**config.mk**
```make
export PLATFORM = sky130hd
export DESIGN_NAME = bcd_add_seq
export DESIGN_NICKNAME = d
export VERILOG_FILES = /design/src/rtl/bcd_add_seq.sv
export SDC_FILE = /design/constraint.sdc
export NUM_CORES = 1
export LEC_CHECK = 0
export CAP_MARGIN = 20
export CORE_AREA = 2 2 89 91
export DETAILED_ROUTE_END_ITERATION = 6
export DIE_AREA = 0 0 91 93
export PLACE_DENSITY = 0.66
export SLEW_MARGIN = 20
export SYNTH_ARGS = -nofsm -noshare
export SYNTH_HDL_FRONTEND = slang
export SYNTH_SLANG_ARGS = --single-unit
```
**constraint.sdc**
```tcl
create_clock -name clk -period 8.1 [get_ports clk]
set_input_delay 1.62 -clock clk [delete_from_list [all_inputs] [get_ports clk]]
set_output_delay 1.62 -clock clk [all_outputs]
set_load 0.005 [all_outputs]
```
**src/rtl/bcd_add_seq.sv**
```systemverilog
// bcd_add_seq: digit-serial packed-BCD adder.
// One operation takes one cycle per digit, least significant digit first,
// and all digits share a single one-digit BCD adder slice. Any non-BCD
// operand digit aborts the operation with an error result.
// Optional feature: define BCD_SUB_EN to add ten's-complement subtraction,
// which is selected by the sub input when an operation starts.
module bcd_add_seq #(
    parameter int DIGITS = 4
) (
    input  logic                        clk,
    input  logic                        rst_n,
    input  logic                        start,
    input  logic                        sub,
    input  logic [4*DIGITS-1:0]         a,
    input  logic [4*DIGITS-1:0]         b,
    input  logic                        cin,
    output logic                        busy,
    output logic                        done,
    output logic [4*DIGITS-1:0]         sum,
    output logic                        cout,
    output logic                        err,
    output logic [$clog2(DIGITS)-1:0]   err_digit
);

    localparam int W  = 4 * DIGITS;
    localparam int IW = $clog2(DIGITS);

    typedef enum logic [1:0] {
        IDLE = 2'd0,
        ADD  = 2'd1,
        DONE = 2'd2,
        ERR  = 2'd3
    } state_t;

    // A digit is valid BCD when it is in the range 0 to 9.
    function automatic logic digit_valid(input logic [3:0] d);
        return (d <= 4'd9);
    endfunction

    // One-digit BCD adder slice: the result is {carry_out, digit}.
    function automatic logic [4:0] bcd_slice(input logic [3:0] x,
                                             input logic [3:0] y,
                                             input logic       c);
        logic [4:0] t;
        logic [4:0] u;
        t = {1'b0, x} + {1'b0, y} + {4'b0000, c};
        u = t - 5'd10;
        if (t > 5'd9) begin
            return {1'b1, u[3:0]};
        end else begin
            return {1'b0, t[3:0]};
        end
    endfunction

    state_t          r_state;
    state_t          w_next;
    logic [W-1:0]    r_a;
    logic [W-1:0]    r_b;
    logic [W-1:0]    r_sum;
    logic [IW-1:0]   r_idx;
    logic [IW-1:0]   r_err_digit;
    logic            r_carry;
    logic            r_cout;
    logic            r_err;
    logic            r_busy;
    logic            r_done;

    logic [3:0]      w_a_dig;
    logic [3:0]      w_b_dig;
    logic [3:0]      w_b_eff;
    logic            w_bad;
    logic            w_last;
    logic [4:0]      w_slice;
    logic            w_init_carry;

    assign w_a_dig = r_a[{r_idx, 2'b00} +: 4];
    assign w_b_dig = r_b[{r_idx, 2'b00} +: 4];
    // Validity is always judged on the operand as supplied, never on its complement.
    assign w_bad   = !digit_valid(w_a_dig) || !digit_valid(w_b_dig);
    assign w_last  = (r_idx == IW'(DIGITS - 1));
    assign w_slice = bcd_slice(w_a_dig, w_b_eff, r_carry);

`ifdef BCD_SUB_EN
    logic r_sub;

    // Subtraction adds the nine's complement of b plus one.
    assign w_b_eff      = r_sub ? (4'd9 - w_b_dig) : w_b_dig;
    assign w_init_carry = sub ? 1'b1 : cin;

    // Capture the operation select together with the operands.
    always_ff @(posedge clk) begin
        if (!rst_n) begin
            r_sub <= 1'b0;
        end else if ((r_state == IDLE) && start) begin
            r_sub <= sub;
        end else begin
            r_sub <= r_sub;
        end
    end
`else
    logic w_unused_sub;

    // Without subtraction the select input has no function.
    assign w_unused_sub = sub;
    assign w_b_eff      = w_b_dig;
    assign w_init_carry = cin;
`endif

    // State register.
    always_ff @(posedge clk) begin
        if (!rst_n) begin
            r_state <= IDLE;
        end else begin
            r_state <= w_next;
        end
    end

    // Next-state decode: accept a start only when idle, stop early on a bad digit.
    always_comb begin
        w_next = r_state;
        case (r_state)
            IDLE: begin
                if (start) begin
                    w_next = ADD;
                end else begin
                    w_next = IDLE;
                end
            end
            ADD: begin
                if (w_bad) begin
                    w_next = ERR;
                end else if (w_last) begin
                    w_next = DONE;
                end else begin
                    w_next = ADD;
                end
            end
            DONE:    w_next = IDLE;
            ERR:     w_next = IDLE;
            default: w_next = IDLE;
        endcase
    end

    // Datapath: latch operands, step one digit per cycle, and register the results and flags.
    always_ff @(posedge clk) begin
        if (!rst_n) begin
            r_a         <= '0;
            r_b         <= '0;
            r_sum       <= '0;
            r_idx       <= '0;
            r_err_digit <= '0;
            r_carry     <= 1'b0;
            r_cout      <= 1'b0;
            r_err       <= 1'b0;
            r_busy      <= 1'b0;
            r_done      <= 1'b0;
        end else begin
            r_busy <= (w_next != IDLE);
            r_done <= (w_next == DONE) || (w_next == ERR);
            case (r_state)
                IDLE: begin
                    if (start) begin
                        r_a     <= a;
                        r_b     <= b;
                        r_idx   <= '0;
                        r_carry <= w_init_carry;
                        r_err   <= 1'b0;
                    end
                end
                ADD: begin
                    if (w_bad) begin
                        r_err       <= 1'b1;
                        r_err_digit <= r_idx;
                        r_sum       <= {DIGITS{4'hF}};
                        r_cout      <= 1'b0;
                    end else begin
                        r_sum[{r_idx, 2'b00} +: 4] <= w_slice[3:0];
                        r_carry                    <= w_slice[4];
                        if (w_last) begin
                            r_cout <= w_slice[4];
                        end else begin
                            r_idx <= r_idx + 1'b1;
                        end
                    end
                end
                DONE: begin
                    r_carry <= r_carry;
                end
                ERR: begin
                    r_carry <= r_carry;
                end
                default: begin
                    r_carry <= r_carry;
                end
            endcase
        end
    end

    assign busy      = r_busy;
    assign done      = r_done;
    assign sum       = r_sum;
    assign cout      = r_cout;
    assign err       = r_err;
    assign err_digit = r_err_digit;

endmodule

```
==> flow_metrics.py <==
metrics = {
    "clocking": {
        "cts.sinks": 58,
        "clk_root_buffer_cell": "clkbuf_8",
        "clkSlewWorstSetupHoldPaths_ns": 0.06,
        "cts_tree": "built",
        "postCtsSetupRepairBufs": 0,
        "clockBufferDepth": 2,
        "holdBufCountCts": 0,
        "htreeDepth": 3,
        "clock_latency_ns": 0.34,
        "cts_made_buffers": 9,
        "ctsResizeCount": 0,
    },
    "sta": {
        "fmax_ghz": 0.237,
        "finalCritPeriodShare_pct": 52.0,
        "drv_slew": 0,
        "tightest_slew_ns": 0.978,
        "rsz0062_at_grt": "false",
        "tns_ns": 0,
        "min_period_ns": 4.21,
        "setup_viol": 0,
        "finalClockSkew_ns": 0.00564,
        "final-hold-violation-count": 0,
        "slew_headroom_pct": 34.8,
    },
    "final_layout": {
        "fin_nets": 441,
        "fin_cells": 501,
        "antennaDiodeCount": 0,
        "drive_gt1_share_pct": 8.27,
        "num-fill-cells": 784,
        "area_delta_synth_final_pct": 27.0,
    },
    "pwr": {
        "p_leak_nw": 1.37,
        "pwr-share-seq_pct": 44.0,
        "power_density_nw_per_um2": 192,
        "p_comb_share_pct": 21.9,
        "p_sw_w": 0.000209,
        "ir_drop_mv": 0.0946,
        "power_frac_clock_pct": 34.1,
        "swShare_pct": 29.1,
        "intPower_w": 0.000508,
    },
    "synth": {
        "synth_edf_count": 0,
        "synth-simple-area-share_pct": 22.8,
        "synth_xor_xnor_area_share_pct": 0.554,
        "syn_area_um2": 2940,
        "synth_ff_type": "dfxtp_1",
        "yosysMostFrequentCell": "nand2_1",
        "yosys_warnings": 0,
        "synth_common_cells": "nand2_1 (80), dfxtp_1 (58), a21oi_1 (50)",
        "ys_seq_area_share_pct": 39.5,
        "yosysTopAreaCell": "dfxtp_1",
        "async_reset_ff_share_pct": 0,
        "synth_area_per_cell_um2": 8.49,
        "postSynthCellCount": 346,
        "ys_types": 53,
        "synth_compound_area_share_pct": 19.8,
        "synth_area_leaders": "dfxtp_1 (40%), nand2_1 (10%), a21oi_1 (8.5%)",
        "yosysTopAreaCellShare_pct": 39.5,
        "synth_mux_area_share_pct": 8.09,
        "synth_top_family_by_area": "simple AND/OR/NAND/NOR gates",
        "synth-adder-area-share_pct": 4.77,
        "synth_fp_nets": 393,
        "ys_seq_elements": 58,
    },
    "global_route": {
        "grt_overflow": 0,
        "grt_usage_pct": 16.8,
        "grt_pass1_wl_mm": 11.3,
        "antenna_found_initial": 0,
        "grt_max_degree": 39,
        "grt_pass1_vias": 2454,
    },
    "min_path": {
        "hp-class": "reg -> reg",
    },
    "outcome": {
        "status": "finished, final reports clean",
    },
    "job": {
        "cap_viol_max_count": 0,
    },
    "placement": {
        "gp_congestion": 0.842,
        "dp.cells": 485,
        "port_buffers": 57,
        "hpwlAfterDp_mm": 4.92,
    },
    "drt": {
        "drt_first_pass_iters": 4,
        "drt_iter0_markers": 154,
        "via_per_inst": 5.22,
        "ant_nets": 0,
        "wl_per_cell_um": 13.7,
        "drc": 0,
        "vias": 2615,
        "wl_mm": 6.86,
    },
    "floorplan": {
        "num_rows": 32,
        "ios": 59,
        "dieWidth_um": 91,
        "core_area_um2": 7530,
        "die_y_um": 93,
        "start_util_pct": 39.0,
        "die_area_um2": 8460,
    },
    "critical_path": {
        "crit_type": "reg -> reg",
        "endpoint_kind": "flip-flop",
        "crit_fanout": 18,
        "startpoint_type": "flip-flop",
        "crit_required_ns": 8.31,
        "crit_arrival_ns": 4.42,
    },
}
## state kept, by name, summed over array words and instances, names as in the netlist
register and cells:
r_state 2, err 1, r_idx 2, r_carry 1
busy 1, r_a 16, cout 1, sum 16
r_b 16, err_digit 2
## layer usage
layer  track usage (%)  share of wire [%]
met4              7.45                1.9
met2              28.1                 47
met5                 0                  0
met3              4.27                5.7
met1              20.6                 45
## per-stage QoR
| stage | setup slack [ns] | hold slack [ns] | instance area [um^2] | total power, W | utilization [%] |
|---|---|---|---|---|---|
| global route | 3.65 | 0.467 | 3730 | 0.000757 | 49.6 |
| detailed placement | 3.91 | 0.445 | 3550 | 0.000478 | 47.1 |
| finish | 3.89 | 0.452 | 3730 | 0.000716 | 49.6 |
| floorplan | 4.49 | 0.432 | 2940 | 0.000426 | - |
| CTS | 3.89 | 0.454 | 3730 | 0.000722 | 49.6 |
| global placement | 3.95 | 0.439 | 3550 | 0.000474 | 47.1 |
## cell families (layout without fill, tap and decap cells)
group,Yosys count,after routing
AND/OR/NAND/NOR,144,144
flip-flops,58,58
buffers and inverters,30,83
multiplexers,13,13
AO/OA/AOI/OAI,90,90
XOR/XNOR,1,1
adder cells (fa/ha/maj),10,10
## power groups by stage
stage | Sequential [W] | Combinational (W) | Clock (W)
5_1_grt | 0.000318 | 0.000172 | 0.000266
3_3_place_gp | 0.000321 | 0.000153 | 0
6_report | 0.000315 | 0.000157 | 0.000244
2_1_floorplan | 0.000316 | 0.000110 | 0
3_5_place_dp | 0.000322 | 0.000156 | 0
4_1_cts | 0.000316 | 0.000156 | 0.000250
## final timing paths
kind / startpoint / endpoint / slack, ns / depth (start not counted)
setup / recovery: r_idx[0] / r_carry / 3.89 / 11
hold / removal: r_b[9] / r_b[9] / 0.45 / 2
setup reg to reg: r_idx[0] / r_carry / 3.89 / 11
hold reg to reg: r_b[9] / r_b[9] / 0.45 / 2
## worst max-delay path, stage by stage, from the launching register on
cell and delay [ns]:
dfxtp_1 0.91, mux4_2 0.62, fa_1 0.46, fa_1 0.47, xor2_2 0.23, inv_1 0.10, ha_1 0.20, inv_1 0.06
o22ai_1 0.31, nor3_2 0.14, o311ai_0 0.43, mux2i_1 0.14
## cell usage in the layout (no fill, tap or decap), types with 2 or more instances in the layout
| cell | Yosys | layout |
|---|---|---|
| a21oi_1 | 50 | 50 |
| clkbuf_8 | 0 | 12 |
| inv_1 | 9 | 9 |
| o22ai_1 | 5 | 5 |
| clkinv_2 | 0 | 2 |
| clkdlybuf4s50_1 | 0 | 57 |
| nor2_1 | 18 | 18 |
| o21ai_1 | 2 | 2 |
| a221oi_2 | 2 | 2 |
| or4_1 | 2 | 2 |
| dfxtp_1 | 58 | 58 |
| o21ai_4 | 2 | 2 |
| o21a_1 | 2 | 2 |
| nor4bb_1 | 2 | 2 |
| o31ai_1 | 2 | 2 |
| o21ai_0 | 7 | 7 |
| ha_1 | 8 | 8 |
| clkbuf_1 | 16 | 2 |
| fa_1 | 2 | 2 |
| mux2i_1 | 5 | 5 |
| a31oi_1 | 2 | 2 |
| and2_1 | 5 | 5 |
| mux4_1 | 2 | 2 |
| nand2_1 | 80 | 79 |
| nand4_1 | 4 | 4 |
| mux4_2 | 6 | 6 |
| a21o_1 | 2 | 2 |
| nor3_2 | 2 | 2 |
| a311oi_1 | 2 | 2 |
| nor3_1 | 4 | 4 |
| nand3_1 | 14 | 14 |
| nand2b_1 | 4 | 4 |
## final cells by class
type	instances	area (um^2)	share of cell area, %
timing repair buffer	58	578	15.5
multi-input combinational	258	1650	44.2
clock inverter	2	10.0	0.268
tap	102	128	3.42
inverter	9	33.8	0.905
sequential	58	1160	31.1
clock buffer	14	173	4.63
Note: power is estimated with default switching activity, not from simulation.
